### config.mk
export PLATFORM = sky130hd
export DESIGN_NAME = multi_wav_player
export DESIGN_NICKNAME = d
export VERILOG_FILES = /design/src/rtl/multi_wav_player.sv
export SDC_FILE = /design/constraint.sdc
export NUM_CORES = 1
export LEC_CHECK = 0
export CORE_UTILIZATION = 40
export DETAILED_ROUTE_END_ITERATION = 8
export SYNTH_ARGS = -nofsm -noshare
export SYNTH_HDL_FRONTEND = slang
export SYNTH_SLANG_ARGS = --single-unit
### constraint.sdc
create_clock -name clk_sys -period 14.9 [get_ports clk_sys]
set_input_delay 2.235 -clock clk_sys [delete_from_list [all_inputs] [get_ports clk_sys]]
set_output_delay 2.235 -clock clk_sys [all_outputs]
set_load 0.05 [all_outputs]
### src/rtl/multi_wav_player.sv
// multi_wav_player -- multi-channel PCM sample player.
//
// CHANNELS voices share one synchronous sample ROM. A fetch sequencer walks
// the channels once per sample tick. The captured samples are scaled by
// their per-channel volume, summed, and saturated into one unsigned output.
//
// Ports
//   clk_sys        system clock
//   reset_n        synchronous, active-low reset
//   trig[c]        one-cycle start pulse: restart channel c at offset 0
//   stop[c]        one-cycle stop pulse: silence channel c; wins over trig
//   loop[c]        1 = wrap to offset 0 at end, 0 = one-shot
//   vol[4c+:4]     channel gain 0..15, sampled live
//   rom_a          registered ROM address {channel, offset}
//   rom_d          ROM data, valid one cycle after rom_a is presented
//   audio_out      mixed, saturated sample; holds between updates
//   sample_strobe  one-cycle pulse when audio_out updates
//   playing[c]     channel c active flag
module multi_wav_player #(
    parameter int CHANNELS = 2,
    parameter int ADDR_W   = 14,
    parameter int DATA_W   = 8,
    parameter int OUT_W    = 16,
    parameter int PRESCALE = 2178,
    localparam int CW      = (CHANNELS > 1) ? $clog2(CHANNELS) : 1
) (
    input  logic                   clk_sys,
    input  logic                   reset_n,
    input  logic [CHANNELS-1:0]    trig,
    input  logic [CHANNELS-1:0]    stop,
    input  logic [CHANNELS-1:0]    loop,
    input  logic [4*CHANNELS-1:0]  vol,
    output logic [CW+ADDR_W-1:0]   rom_a,
    input  logic [DATA_W-1:0]      rom_d,
    output logic [OUT_W-1:0]       audio_out,
    output logic                   sample_strobe,
    output logic [CHANNELS-1:0]    playing
);

    localparam int PW    = (PRESCALE > 1) ? $clog2(PRESCALE) : 1;
    localparam int SUM_W = OUT_W + CW;
    localparam int SHIFT = OUT_W - DATA_W - 4;

    localparam logic [1:0] S_IDLE = 2'd0;
    localparam logic [1:0] S_ADDR = 2'd1;
    localparam logic [1:0] S_DATA = 2'd2;
    localparam logic [1:0] S_MIX  = 2'd3;

    // Parameter sanity is checked at elaboration so a bad build fails early.
    if (CHANNELS < 1 || CHANNELS > 8) begin : g_bad_channels
        $error("multi_wav_player: CHANNELS must be 1..8");
    end
    if (OUT_W < DATA_W + 4) begin : g_bad_out_w
        $error("multi_wav_player: OUT_W must be >= DATA_W+4");
    end
    if (PRESCALE <= 2 * CHANNELS + 2) begin : g_bad_prescale
        $error("multi_wav_player: PRESCALE must exceed 2*CHANNELS+2");
    end

    logic [PW-1:0]     pcnt;
    logic              tick;
    logic [1:0]        state;
    logic [CW-1:0]     ch;
    // cap_en/cap_ch mark the cycle in which rom_d carries the word fetched
    // in the previous DATA state, and which channel it belongs to.
    logic              cap_en;
    logic [CW-1:0]     cap_ch;
    logic [DATA_W-1:0] cap_val;
    logic [DATA_W-1:0] sample [CHANNELS];
    logic [ADDR_W-1:0] off    [CHANNELS];

    logic [SUM_W-1:0]  mix_sum;
    logic [DATA_W-1:0] cur;
    logic [DATA_W+3:0] prod;
    logic [OUT_W-1:0]  audio_next;

    assign tick    = (pcnt == PW'(PRESCALE - 1));
    assign cap_val = playing[cap_ch] ? rom_d : '0;

    // The last channel is captured in the MIX cycle itself, so its term is
    // taken straight from rom_d rather than from the sample register.
    always_comb begin
        // NOTE: every comb output gets a default up front so no path leaves
        // it unassigned, which would infer a latch.
        mix_sum = '0;
        cur     = '0;
        prod    = '0;
        for (int c = 0; c < CHANNELS; c++) begin
            cur     = (cap_en && (cap_ch == CW'(c))) ? cap_val : sample[c];
            prod    = (DATA_W + 4)'(cur) * (DATA_W + 4)'(vol[4*c +: 4]);
            mix_sum = mix_sum + (SUM_W'(prod) << SHIFT);
        end
    end

    assign audio_next = (|mix_sum[SUM_W-1:OUT_W]) ? '1 : mix_sum[OUT_W-1:0];

    always_ff @(posedge clk_sys) begin
        if (!reset_n) begin
            pcnt          <= '0;
            state         <= S_IDLE;
            ch            <= '0;
            cap_en        <= 1'b0;
            cap_ch        <= '0;
            rom_a         <= '0;
            audio_out     <= '0;
            sample_strobe <= 1'b0;
            playing       <= '0;
            // NOTE: the small per-channel arrays are reset explicitly; they
            // are a handful of flops, not a RAM, and a stale offset or
            // sample after reset would be audible.
            for (int c = 0; c < CHANNELS; c++) begin
                sample[c] <= '0;
                off[c]    <= '0;
            end
        end else begin
            // NOTE: all state here uses non-blocking assignment; later
            // assignments in this block (trig/stop) override earlier ones.
            pcnt          <= tick ? '0 : pcnt + 1'b1;
            sample_strobe <= 1'b0;
            cap_en        <= 1'b0;

            case (state)
                S_IDLE: begin
                    if (tick) begin
                        state <= S_ADDR;
                        ch    <= '0;
                    end
                end
                S_ADDR: begin
                    rom_a <= {ch, off[ch]};
                    state <= S_DATA;
                end
                S_DATA: begin
                    cap_en <= 1'b1;
                    cap_ch <= ch;
                    if (ch == CW'(CHANNELS - 1)) begin
                        state <= S_MIX;
                    end else begin
                        ch    <= ch + 1'b1;
                        state <= S_ADDR;
                    end
                end
                default: begin
                    audio_out     <= audio_next;
                    sample_strobe <= 1'b1;
                    state         <= S_IDLE;
                end
            endcase

            for (int c = 0; c < CHANNELS; c++) begin
                if (cap_en && (cap_ch == CW'(c))) begin
                    sample[c] <= cap_val;
                    if (playing[c]) begin
                        if (off[c] != '1) begin
                            off[c] <= off[c] + 1'b1;
                        end else begin
                            off[c] <= '0;
                            if (!loop[c]) begin
                                playing[c] <= 1'b0;
                            end
                        end
                    end
                end
                // Control pulses take priority over the fetch advance.
                if (stop[c]) begin
                    playing[c] <= 1'b0;
                    off[c]     <= '0;
                end else if (trig[c]) begin
                    playing[c] <= 1'b1;
                    off[c]     <= '0;
                end
            end
        end
    end

endmodule

==> reports/qor.csv <==
metric,value,unit
initial drt markers,234,
CTS tree,built,
total power,0.621,mW
clock buffer count from CTS,9,
port bufs,57,
compound-cell area share of the yosys netlist,12.1,%
Slowest cell on crit path,a211oi_2,
final wirelength,14600,um
clock-pin slew on the worst setup and hold paths,60,ps
Die Y,128,um
worst-skew pair later-pin latency,350,ps
Post-Synth Adder-Cell Area,17.3,%
pin count of the biggest net entering global routing,31,
Crit path max-delay family,compound AO/OA/AOI/OAI gates,
multi-input logic area,3930,sq um
Final Hold Viols,0,
post-synthesis simple-gate area fraction,22.4,%
Unique masters post-synth,49,
All-Layer GR Usage,19.0,%
Peak VDD IR,60.7,uV
largest family of logic cells by synthesized area,simple AND/OR/NAND/NOR gates,
initial core utilization,41.4,%
Max Fanout on Critical Path,13,
internal power,0.439,mW
Logic pwr share,22.7,%
Worst Setup End Kind,register,
antenna fix cells,0,
arrival time at the worst endpoint,7380,ps
vias per cell,5.15,
CP required,15090,ps
final setup vio count,0,
post-synthesis average cell area,8.96,sq um
initial antenna violation count,0,
setup bufs post-CTS,0,
Pwr Density,84.1,nW/um^2
Die Wd,128,um
status,"finished, final reports clean",
share of flip-flops with an asynchronous set or reset,0,%
DRC viols,0,
Post-CTS Resized,0,
vias in the first global route,5192,
Root Driver,clkbuf_16,
mux share of post-synthesis cell area,2.20,%
crit path buf inv count,3,
I/O pins,58,
Longest Clk Path Bufs,2,
Yosys reg bits,92,
Final Max Tran Viols,0,
setup ws final,7710,ps
r2r setup slk,9170,ps
area share of the largest cell type after synthesis,19.5,%
vias,5014,
first-pass GRT wire length,24700,um
min Tclk post-route,7190,ps
max_cap viols,0,
row count,45,
share of cells above drive strength 1,2.88,%
Routed Antenna Nets,0,
Post-Syn Instances,710,
most used cell along the critical path,fa_1,
switching share of power,29.3,%
Hold Path Class,register to register,
CP Class,primary input to register,
relative slew slack,26.9,%
CP peak stage delay,710,ps
die area,16400,sq um
H-Tree Depth,3,
Lkg Pwr,2.93,nW
gr ovfl total,0,
Hold Buf Count CTS,0,
number of enable flip-flop cells after synthesis,30,
routed wire length per instance,14.9,um
storage element area,2140,sq um
CTS sink cnt,92,
setup_tns,0,ps
Post-Syn Nets,807,
final cycle utilization of the critical path,48.2,%
Main synth FF type,dfxtp_1,
Core ar.,15400,sq um
post-synthesis cell area,6360,sq um
Layout area overhead,16.0,%
fin nets,855,
Peak Freq,0.139,GHz
"area leader, netlist",dfxtp_1,
CP Cell Sequence,clkdlybuf4s50_1 -> and3_1 -> a21oi_1 -> nand2b_1 -> fa_1 -> inv_1 -> fa_1 -> inv_1 -> fa_1 -> nor2b_1 -> o21ai_0 -> a21boi_0 -> nor2_1 -> ha_1 -> a2111o_1 -> o22ai_1 -> o21ai_0 -> a211oi_2 -> a21oi_1,
HPWL after detailed placement,11200,um
Clk pwr share,34.6,%
Slew @ Worst Pin,1090,ps
Synth area leaders,"dfxtp_1, edfxtp_1, ha_1",
hold slack final,502,ps
Post-Place Worst Slack,7370,ps
"count leader, synth",nor2_1,
sequential share of power,42.8,%
fill count,1480,
"Seq/Total Area, Yosys",33.7,%
"top cells by count, synth","nor2_1, dfxtp_1, nor2b_1, inv_1",
First-pass DRT Iterations,4,
CP Launch Type,primary input,
xor and xnor area share after synthesis,7.71,%
final RePlAce weighted congestion,0.831,
Final Core Density,48.0,%
clk_skew,8.88,ps
yosys synthesis warning count,0,
RSZ-0062 raised after global routing,false,
switching pwr,0.182,mW
worst paths after layout:
kind                         startpoint                          to  cells past startpoint
hold / removal    rom_a[8]$_SDFFE_PN0N_       rom_a[8]$_SDFFE_PN0N_                      2
setup / recovery               rom_d[0]  audio_out[14]$_SDFFE_PN0P_                     19
setup reg to reg      cap_en$_SDFF_PN0_  audio_out[14]$_SDFFE_PN0P_                     19
hold reg to reg   rom_a[8]$_SDFFE_PN0N_       rom_a[8]$_SDFFE_PN0N_                      2
cell usage in the layout (no fill, tap or decap), types with 2 or more instances in the layout:
master           netlist  layout
a2111o_1               2       2
a211o_1                2       2
a211oi_1              16      16
a21o_1                 6       6
a21oi_1               48      48
a221oi_1               2       2
a31o_2                 2       2
and2_1                 9       9
and3_1                24      24
and3_4                 2       2
clkbuf_1              15       2
clkbuf_16              0       9
clkdlybuf4s50_1        0      57
dfxtp_1               62      62
edfxtp_1              30      30
fa_1                  25      25
ha_1                  48      48
inv_1                 52      52
mux2i_1               14      14
nand2_1               32      32
nand2b_1              23      23
nand3_1               17      17
nand4_1                7       7
nor2_1                86      86
nor2b_1               55      54
nor3_1                10      10
nor4_1                 3       3
o211ai_1               2       2
o21a_1                 4       4
o21ai_0               30      30
o21bai_1               4       4
or3_1                  3       3
xnor2_1               23      23
xor2_1                33      33
power groups by stage:
stage / logic (mW) / registers (mW) / clock network [mW]
global route: 0.158 / 0.266 / 0.229
CTS: 0.142 / 0.266 / 0.219
global placement: 0.137 / 0.271 / 0
detailed placement: 0.140 / 0.271 / 0
finish: 0.141 / 0.266 / 0.214
floorplan: 0.102 / 0.271 / 0
layout make-up:
class	instances	share of cell area, %
flip-flops and latches	92	29.0
well taps	211	3.58
repair buffers	58	7.84
clock inverters	4	0.339
multi-input cells	545	53.2
inverters	52	2.65
clock buffers	12	3.34
per-stage QoR:
| step | cell area (sq um) | instances |
|---|---|---|
| 6_report | 7380 | 974 |
| 4_1_cts | 7380 | 974 |
| 5_1_grt | 7380 | 974 |
| 2_1_floorplan | 6360 | 710 |
| 3_5_place_dp | 7110 | 958 |
| 3_3_place_gp | 7110 | 958 |
worst register-to-register path: cells and delay by family (launching register included):
kind	cells	cell delay [ps]
compound gates	8	1780
xor+xnor	1	170
fa+ha+maj	4	1900
buf+inv	1	60
flops	1	420
simple gates	5	1250
cells by family (layout without fill, tap and decap cells):
family	Yosys count	in the layout
multiplexers	14	14
AO/OA/AOI/OAI	125	125
AND/OR/NAND/NOR	277	277
buffers and inverters	73	126
XOR/XNOR	56	56
adder cells (fa/ha/maj)	73	73
flip-flops	92	92
sequential cells by signal (all words and copies together) (netlist names):
signal and flops:
sample_strobe 1, audio_out 13, sample 16, cap_ch 1, off 28, state 2
rom_a 15, cap_en 1, pcnt 12, playing 2, ch 1
per-layer routing:
layer | vias up | routed length [um] | part of all wire (%) | global-route usage, %
li1 | 2515 | - | - | -
met1 | 2393 | 6430 | 44 | 22.7
met2 | 88 | 7350 | 50 | 34.0
met3 | 18 | 526 | 3.6 | 4.01
met4 | 0 | 251 | 1.7 | 6.02
met5 | - | 0 | 0 | 0
Power figures use the tool's default switching activity.
